$ cat src/rtl/irq_arbiter.sv
// irq_arbiter: edge-latched interrupt arbiter with offer/ack/eoi sequencing to the CPU
// Ports:
//   clk, rst                   clock, asynchronous active-high reset
//   src_irq[NSRC]              edge-sensitive peripheral requests
//   mask_we, mask_wdata        mask register write port; mask reflects current value
//   pending                    latched requests awaiting grant
//   cpu_irq, cpu_vec           registered offer and vector (source i -> vector i+1, 0 = none)
//   cpu_ack, cpu_eoi           CPU accept pulse and end-of-interrupt pulse
//   busy                       high while an interrupt is in service
//   timeout_flag               sticky offer-timeout indicator, cleared by the next ack
module irq_arbiter #(
  parameter int NSRC = 7,
  parameter int RR = 0,
  parameter int TIMEOUT = 255,
  parameter logic [6:0] MASK_RST = 7'h7F
) (
  input  logic            clk,
  input  logic            rst,
  input  logic [NSRC-1:0] src_irq,
  input  logic            mask_we,
  input  logic [NSRC-1:0] mask_wdata,
  output logic [NSRC-1:0] mask,
  output logic [NSRC-1:0] pending,
  output logic            cpu_irq,
  output logic [2:0]      cpu_vec,
  input  logic            cpu_ack,
  input  logic            cpu_eoi,
  output logic            busy,
  output logic            timeout_flag
);
  typedef enum logic [1:0] {IDLE, OFFER, SERVICE} state_t;
  state_t state;
  logic [NSRC-1:0] prev_src, eligible, set_bits, clr_bits;
  logic [2:0] winner, winner_q, rr_ptr, base, idx;
  logic [7:0] tmo_cnt;
  logic ack_ok;
  assign eligible = pending & mask;
  assign set_bits = src_irq & ~prev_src;
  assign ack_ok = state == OFFER && cpu_ack;
  assign clr_bits = ack_ok ? NSRC'(1'b1) << winner_q : '0;
  assign base = RR != 0 ? rr_ptr : 3'd0;
  // Scan from the highest offset down so the last hit is the one nearest the search base.
  always_comb begin
    winner = '0;
    idx = '0;
    for (int k = NSRC - 1; k >= 0; k--) begin
      idx = 3'((int'(base) + k) % NSRC);
      if (eligible[idx]) winner = idx;
    end
  end
  always_ff @(posedge clk or posedge rst) begin
    if (rst) begin
      state <= IDLE;
      prev_src <= '0;
      pending <= '0;
      mask <= MASK_RST[NSRC-1:0];
      cpu_irq <= 1'b0;
      cpu_vec <= '0;
      busy <= 1'b0;
      timeout_flag <= 1'b0;
      rr_ptr <= '0;
      tmo_cnt <= '0;
      winner_q <= '0;
    end else begin
      prev_src <= src_irq;
      // set term is applied last so a new edge survives a same-cycle acknowledge
      pending <= (pending & ~clr_bits) | set_bits;
      if (mask_we) mask <= mask_wdata;
      case (state)
        IDLE: if (|eligible) begin
          winner_q <= winner;
          cpu_vec <= winner + 3'd1;
          cpu_irq <= 1'b1;
          tmo_cnt <= '0;
          state <= OFFER;
        end
        OFFER: if (cpu_ack) begin
          cpu_irq <= 1'b0;
          busy <= 1'b1;
          timeout_flag <= 1'b0;
          rr_ptr <= winner_q == 3'(NSRC - 1) ? 3'd0 : winner_q + 3'd1;
          state <= SERVICE;
        end else if (tmo_cnt == 8'(TIMEOUT - 1)) begin
          cpu_irq <= 1'b0;
          cpu_vec <= '0;
          timeout_flag <= 1'b1;
          state <= IDLE;
        end else begin
          tmo_cnt <= tmo_cnt + 8'd1;
        end
        SERVICE: if (cpu_eoi) begin
          busy <= 1'b0;
          cpu_vec <= '0;
          state <= IDLE;
        end
        default: state <= IDLE;
      endcase
    end
  end
endmodule

$ cat config.mk
export PLATFORM = sky130hd
export DESIGN_NAME = irq_arbiter
export DESIGN_NICKNAME = d
export VERILOG_FILES = /design/src/rtl/irq_arbiter.sv
export SDC_FILE = /design/constraint.sdc
export NUM_CORES = 1
export LEC_CHECK = 0
export BUFFER_PORTS_ARGS = -buffer_cell sky130_fd_sc_hd__buf_2
export CORE_MARGIN = 4
export CORE_UTILIZATION = 54
export DETAILED_ROUTE_END_ITERATION = 12
export GPL_TIMING_DRIVEN = 0
export PLACE_DENSITY = 0.89
export SLEW_MARGIN = 10
export SYNTH_ARGS = -nofsm -noshare
export SYNTH_HDL_FRONTEND = slang
export SYNTH_SLANG_ARGS = --single-unit
$ cat constraint.sdc
create_clock -name clk -period 2.2 [get_ports clk]
set_input_delay 0.11 -clock clk [delete_from_list [all_inputs] [get_ports clk]]
set_output_delay 0.11 -clock clk [all_outputs]
set_load 0.02 [all_outputs]
==> results of run 1 <==
-- cell usage in the layout (no fill, tap or decap), types with 3 or more instances in the layout --
master and instances:
o21ai_1 14, mux2_2 9, nand4_1 3, mux2_1 3, o31ai_1 3, o311ai_1 4, a31oi_1 3, buf_2 38
or3_1 4, dfstp_2 7, nand2_1 22, nand3_1 9, inv_1 12, nor2_1 6, a21oi_1 3, ha_1 7
dlygate4sd3_1 8, dfrtp_1 33, o211ai_1 4, inv_2 3, clkbuf_8 6
-- report_power, final --
| group | total, uW | switching [uW] | internal [uW] |
|---|---|---|---|
| logic | 1110 | 667 | 440 |
| registers | 1080 | 169 | 907 |
| clock network | 641 | 270 | 371 |
-- layer usage --
metal	GRT usage, %	vias up
met2	36.9	63
met5	0	-
li1	-	802
met3	7.46	6
met1	30.3	817
met4	5.71	0
-- how the worst max path moves through the flow --
stage / slack (ns) / end
global route: 0.03 / cpu_vec[2]
CTS: 0.09 / cpu_vec[2]
detailed placement: 0.11 / cpu_vec[2]
floorplan: 0.20 / cpu_vec[2]
finish: 0.13 / cpu_vec[2]
global placement: 0.09 / cpu_vec[2]
-- state kept, by name, summed over array words and instances (netlist names), 2 cells and up --
register / cells
tmo_cnt: 8
mask: 7
winner_q: 3
cpu_vec: 3
state: 2
prev_src: 7
pending: 7
-- timing repair --
item / CTS / global route
setup buffers: 0 / 1
hold buffers: 8 / 0
hold endpoints to repair: 40 / 0
gates resized for setup: 0 / 2
endpoints found under the setup margin: 0 / 2
-- final cells by class --
class	instances	area share (%)
repair buffers	46	11.2
clock inverters	2	1.59
flip-flops and latches	40	41.3
multi-input cells	129	36.9
inverters	15	2.30
well taps	46	2.35
plain buffers	4	0.972
clock buffers	6	3.38
-- per-stage QoR --
step / cells / util, % / instance area [um^2]
after floorplan: 188 / - / 1980
after global placement: 271 / 64.7 / 2230
after detailed placement: 271 / 64.7 / 2230
after CTS: 287 / 70.5 / 2430
after global routing: 288 / 71.0 / 2440
final: 288 / 71.0 / 2440
-- kinds of logic after synthesis --
logic type / Yosys count / share of synthesized area (%)
multiplexers: 13 / 7.32
adder cells (fa/ha/maj): 7 / 4.42
AND/OR/NAND/NOR: 59 / 15.6
AO/OA/AOI/OAI: 50 / 17.7
flip-flops: 40 / 50.9
buffers and inverters: 19 / 4.04
==> metrics.cfg, run 1 <==
[status]
run_status = complete, no violations

[sta]
whs_ns = 0.0392
worst_slew_margin_rel_pct = 45.6
setup_ws_ns = 0.134
fmax_mhz = 484
report.final.hold_viol_count = 0
slew_violations = 0
finClkSkew_ns = 0.00443
fin_tns_setup_ns = 0
rsz0062_at_grt = false
setup_viol = 0
worst_pin_slew_ns = 0.814
period_share_pct = 93.9
period_minus_slack_ns = 2.07

[synthesis]
ys.flop_type = dfrtp_1
synthArstFlopShare_pct = 100
synth_cell_types = 48
synth-seq-cells = 40
syn-num-nets = 214
netlist_area_um2 = 1980
synth_commonest_cells = dfrtp_1, nand2_1, o21ai_1, inv_1
syn_inst = 188
synth.area.top_cells = dfrtp_1, dfstp_2, mux2_2
yosysMostFrequentCell = dfrtp_1
synth.largest_area_cell = dfrtp_1
synth-edff-count = 0
syn_area_per_cell_um2 = 10.5
synth.yosys.seq_area_share_pct = 50.9
synth_top_area_share_pct = 41.6
yosysWarnings = 0

[global_route]
antenna_found_initial = 0
grt_pass1_vias = 1606
overflow = 0
track_usage_pct = 23.1
grt_pass1_wl_mm = 7.93
grt_max_degree = 41

[placement]
gp_congestion = 0.879
port_buffers = 37
dp_hpwl_mm = 3.16
post-place-ws_ns = 0.109

[routing]
drt-wirelength-per-cell_um = 16.1
drc = 0
totalWireLength_mm = 4.65
first_iter_violations = 139
drtPass1Iterations = 4
ant_nets = 0
via_count = 1688
topRoutingLayerUsed = met4
wl_met3_um = 347
routed-wl-met2_mm = 2.26
viasPerCell = 5.86
wl_met1_mm = 1.99

[critical_path]
cpMaxStageDelayCell = dfstp_2
ff2ff_path_depth = 7
reg2reg_slack_ns = 0.13
path_cells = nand2_1 > a32oi_1 > o21ai_1 > ha_1 > nor2b_1 > mux2_1 > mux2_1
path_max_fanout = 4
worstPathArrival_ns = 2.26
cpPeakStageDelay_ns = 0.56
end_kind = flip-flop
worst-path-buf-inv = 0
r2r_end = cpu_vec[2]
startpoint = mask[4]
r2r-start = mask[4]
worstSetupPathDepth = 7
critical_path_class = reg -> reg
crit_top_cell = mux2_1
required_ns = 2.39
crit_family = multiplexers
cp-start-kind = flip-flop

[flow_run]
max-cap-violations = 0

[cts]
cts_tree = built
clock_path_buffers = 2
htree_levels = 2
clock-root-buffer = clkbuf_8
cts.sinks = 40
cts_buffers = 5
clkLatencyLatePin_ns = 0.30
clk_pin_slew_ns = 0.08

[layout]
multi_input_area_um2 = 903
synthToLayoutAreaGrowth_pct = 23.3
drive_above_1_share_pct = 30.6
diodes = 0
regArea_um2 = 1010
fin_nets = 267
fillers = 251

[floorplan]
dieHeight_um = 68.6
io_pins = 39
placement_rows = 21
die_width_um = 68.6
design.core.area_um2 = 3440
die-area_um2 = 4710
start_util_pct = 57.6

[hold_path]
min_path_type = in -> reg
hold_path_depth = 2
holdPathEnd = mask[1]
hold_start = mask_wdata[1]

[power_and_ir_drop]
design_power_total_uw = 2820
p_per_area_nw_per_um2 = 1160
ir_worst_vdd_uv = 760
power.leakage_uw = 0.00110

Note: power is estimated with default switching activity, not from simulation.
==> run 2: changes to the inputs <==
BUFFER_PORTS_ARGS = unset   (was -buffer_cell sky130_fd_sc_hd__buf_2)
CORE_UTILIZATION = 60   (was 54)
DONT_BUFFER_PORTS = 1   (was unset)
PLACE_DENSITY = 0.87   (was 0.89)
==> metrics.cfg, run 2 (synthesis gave the netlist of run 1 again) <==
[global_route]
grt_max_degree = 41  ; unchanged
track_usage_pct = 26.6  ; +3.4 points
grt_pass1_vias = 1764  ; +9.8%
overflow = 0  ; unchanged
grt_pass1_wl_mm = 8.48  ; +7.0%
antenna_found_initial = 0  ; unchanged

[routing]
via_count = 1672  ; -0.95%
drt-wirelength-per-cell_um = 19.3  ; +20%
drc = 0  ; unchanged
drtPass1Iterations = 4  ; unchanged
viasPerCell = 6.43  ; +9.7%
ant_nets = 0  ; unchanged
totalWireLength_mm = 5.02  ; +8.1%
first_iter_violations = 139  ; unchanged

[placement]
gp_congestion = 0.910  ; +3.5%
port_buffers = 0  ; -100%
post-place-ws_ns = -0.0128  ; -0.121 ns
dp_hpwl_mm = 3.33  ; +5.4%
placed_area_um2 = 2040  ; -8.4%

[layout]
top_register = tmo_cnt
diodes = 0  ; unchanged
final_cell_mix = dfrtp_1, nand2_1, dlygate4sd3_1
drive_above_1_share_pct = 19.0  ; -12 points
fin_nets = 241  ; -9.7%
largest_reg_flops = 8  ; unchanged
synthToLayoutAreaGrowth_pct = 18.1
final_core_util_pct = 75.5  ; +4.5 points
design_area_um2 = 2340  ; -4.2%
fillers = 213  ; -15%
layout_commonest_cell = dfrtp_1

[sta]
worst_slew_margin_rel_pct = 45.9  ; +0.29 points
fin_tns_setup_ns = 0  ; unchanged
report.final.hold_viol_count = 0  ; unchanged
setup_ws_ns = 0.0895  ; -0.0444 ns
setup_viol = 0  ; unchanged
finClkSkew_ns = 0.0231  ; +0.0187 ns
period_minus_slack_ns = 2.11  ; +0.0444 ns
rsz0062_at_grt = false
slew_violations = 0  ; unchanged
fmax_mhz = 474  ; -2.1%
period_share_pct = 95.9  ; +2.0 points
worst_pin_slew_ns = 0.810  ; -0.00431 ns

[critical_path]
path_cells = nand2_1 > a32oi_2 > o21ai_2 > ha_1 > nor2b_1 > mux2_1 > mux2_1
worst-path-buf-inv = 0  ; unchanged
worstPathArrival_ns = 2.36  ; +0.10 ns
required_ns = 2.45  ; +0.06 ns
cp-start-kind = flip-flop
path_max_fanout = 4  ; unchanged
crit_top_cell = mux2_1
end_kind = flip-flop
critical_path_class = reg -> reg
cpPeakStageDelay_ns = 0.64  ; +0.08 ns
cpMaxStageDelayCell = dfstp_2
crit_family = flip-flops

[cts]
cts.sinks = 40  ; unchanged
clock-root-buffer = clkbuf_4
htree_levels = 2  ; unchanged
cts_buffers = 5  ; unchanged
clock_path_buffers = 2  ; unchanged
clk_pin_slew_ns = 0.12  ; +0.04 ns
clkLatencyLatePin_ns = 0.37  ; +0.07 ns
cts_tree = built

[floorplan]
placement_rows = 20  ; -4.8%
die_width_um = 65.5  ; -4.5%
start_util_pct = 63.9  ; +6.3 points
io_pins = 39  ; unchanged
design.core.area_um2 = 3100  ; -9.9%
die-area_um2 = 4290  ; -8.9%
dieHeight_um = 65.5  ; -4.5%

[power_and_ir_drop]
design_power_total_uw = 2660  ; -5.9%
power.leakage_uw = 0.000994  ; -9.3%
ir_worst_vdd_uv = 943  ; +24%
p_per_area_nw_per_um2 = 1140  ; -1.7%

[hold_path]
min_path_type = in -> reg

[status]
run_status = complete, no violations

[flow_run]
max-cap-violations = 0  ; unchanged

[run 2: changes by cell type in the layout (fill, tap and decap cells not counted), sizes merged]
cell / before / now
dlygate4sd3: 8 / 17
buf: 41 / 6
[run 2: per-stage QoR]
stage	std cells	hold WS (ns)
floorplan	188	0.141
global placement	232	0.142
detailed placement	232	0.142
CTS	259	0.0162
global route	260	0.0513
finish	260	0.0295
[run 2: final timing paths]
| kind | startpoint | end | slack (ns) | cells past startpoint |
|---|---|---|---|---|
| worst max-delay path | mask[4] | cpu_vec[2] | 0.09 | 7 |
| worst min-delay path | cpu_ack | tmo_cnt[2] | 0.03 | 3 |
| worst max register to register | mask[4] | cpu_vec[2] | 0.09 | 7 |
| min in group asynchronous | rst | winner_q[2] | 0.35 | 2 |
| worst min register to register | prev_src[0] | pending[0] | 0.42 | 1 |
| max in group asynchronous | rst | prev_src[6] | 1.33 | 2 |
[run 2: cell type report]
cell class / count / area, um^2 / share of cell area [%]
buffer: 4 / 23.8 / 1.01
clock buffer: 6 / 51.3 / 2.19
clock inverter: 2 / 38.8 / 1.66
inverter: 15 / 56.3 / 2.40
multi-input combinational: 129 / 915 / 39.0
sequential: 40 / 1010 / 43.1
tap: 44 / 55.1 / 2.35
timing repair buffer: 20 / 193 / 8.23
[run 2: report_power, final]
group          internal (uW)  switching, uW
clock                    272            257
combinational            392            521
sequential               905            310
[run 2: worst reg2reg max path, cell delays in order, from the launching register on]
cell     delay (ns)
dfstp_2        0.64
nand2_1        0.11
a32oi_2        0.22
o21ai_2        0.10
ha_1           0.21
nor2b_1        0.12
mux2_1         0.29
mux2_1         0.32
[run 2: timing repair]
item                                    CTS  global route
pin swaps                                 1             4
gates resized for setup                   2             2
hold endpoints to repair                 57             0
endpoints found under the setup margin    1             1
setup buffers                             2             1
hold buffers                             17             0
[run 2: per-layer routing]
layer  global-route usage (%)  part of all wire (%)  up-vias
li1                         -                     -      756
met1                     28.5                    36      808
met2                     46.4                    52       86
met3                     8.21                   8.0       22
met4                     14.2                   3.8        0
met5                        0                     0        -
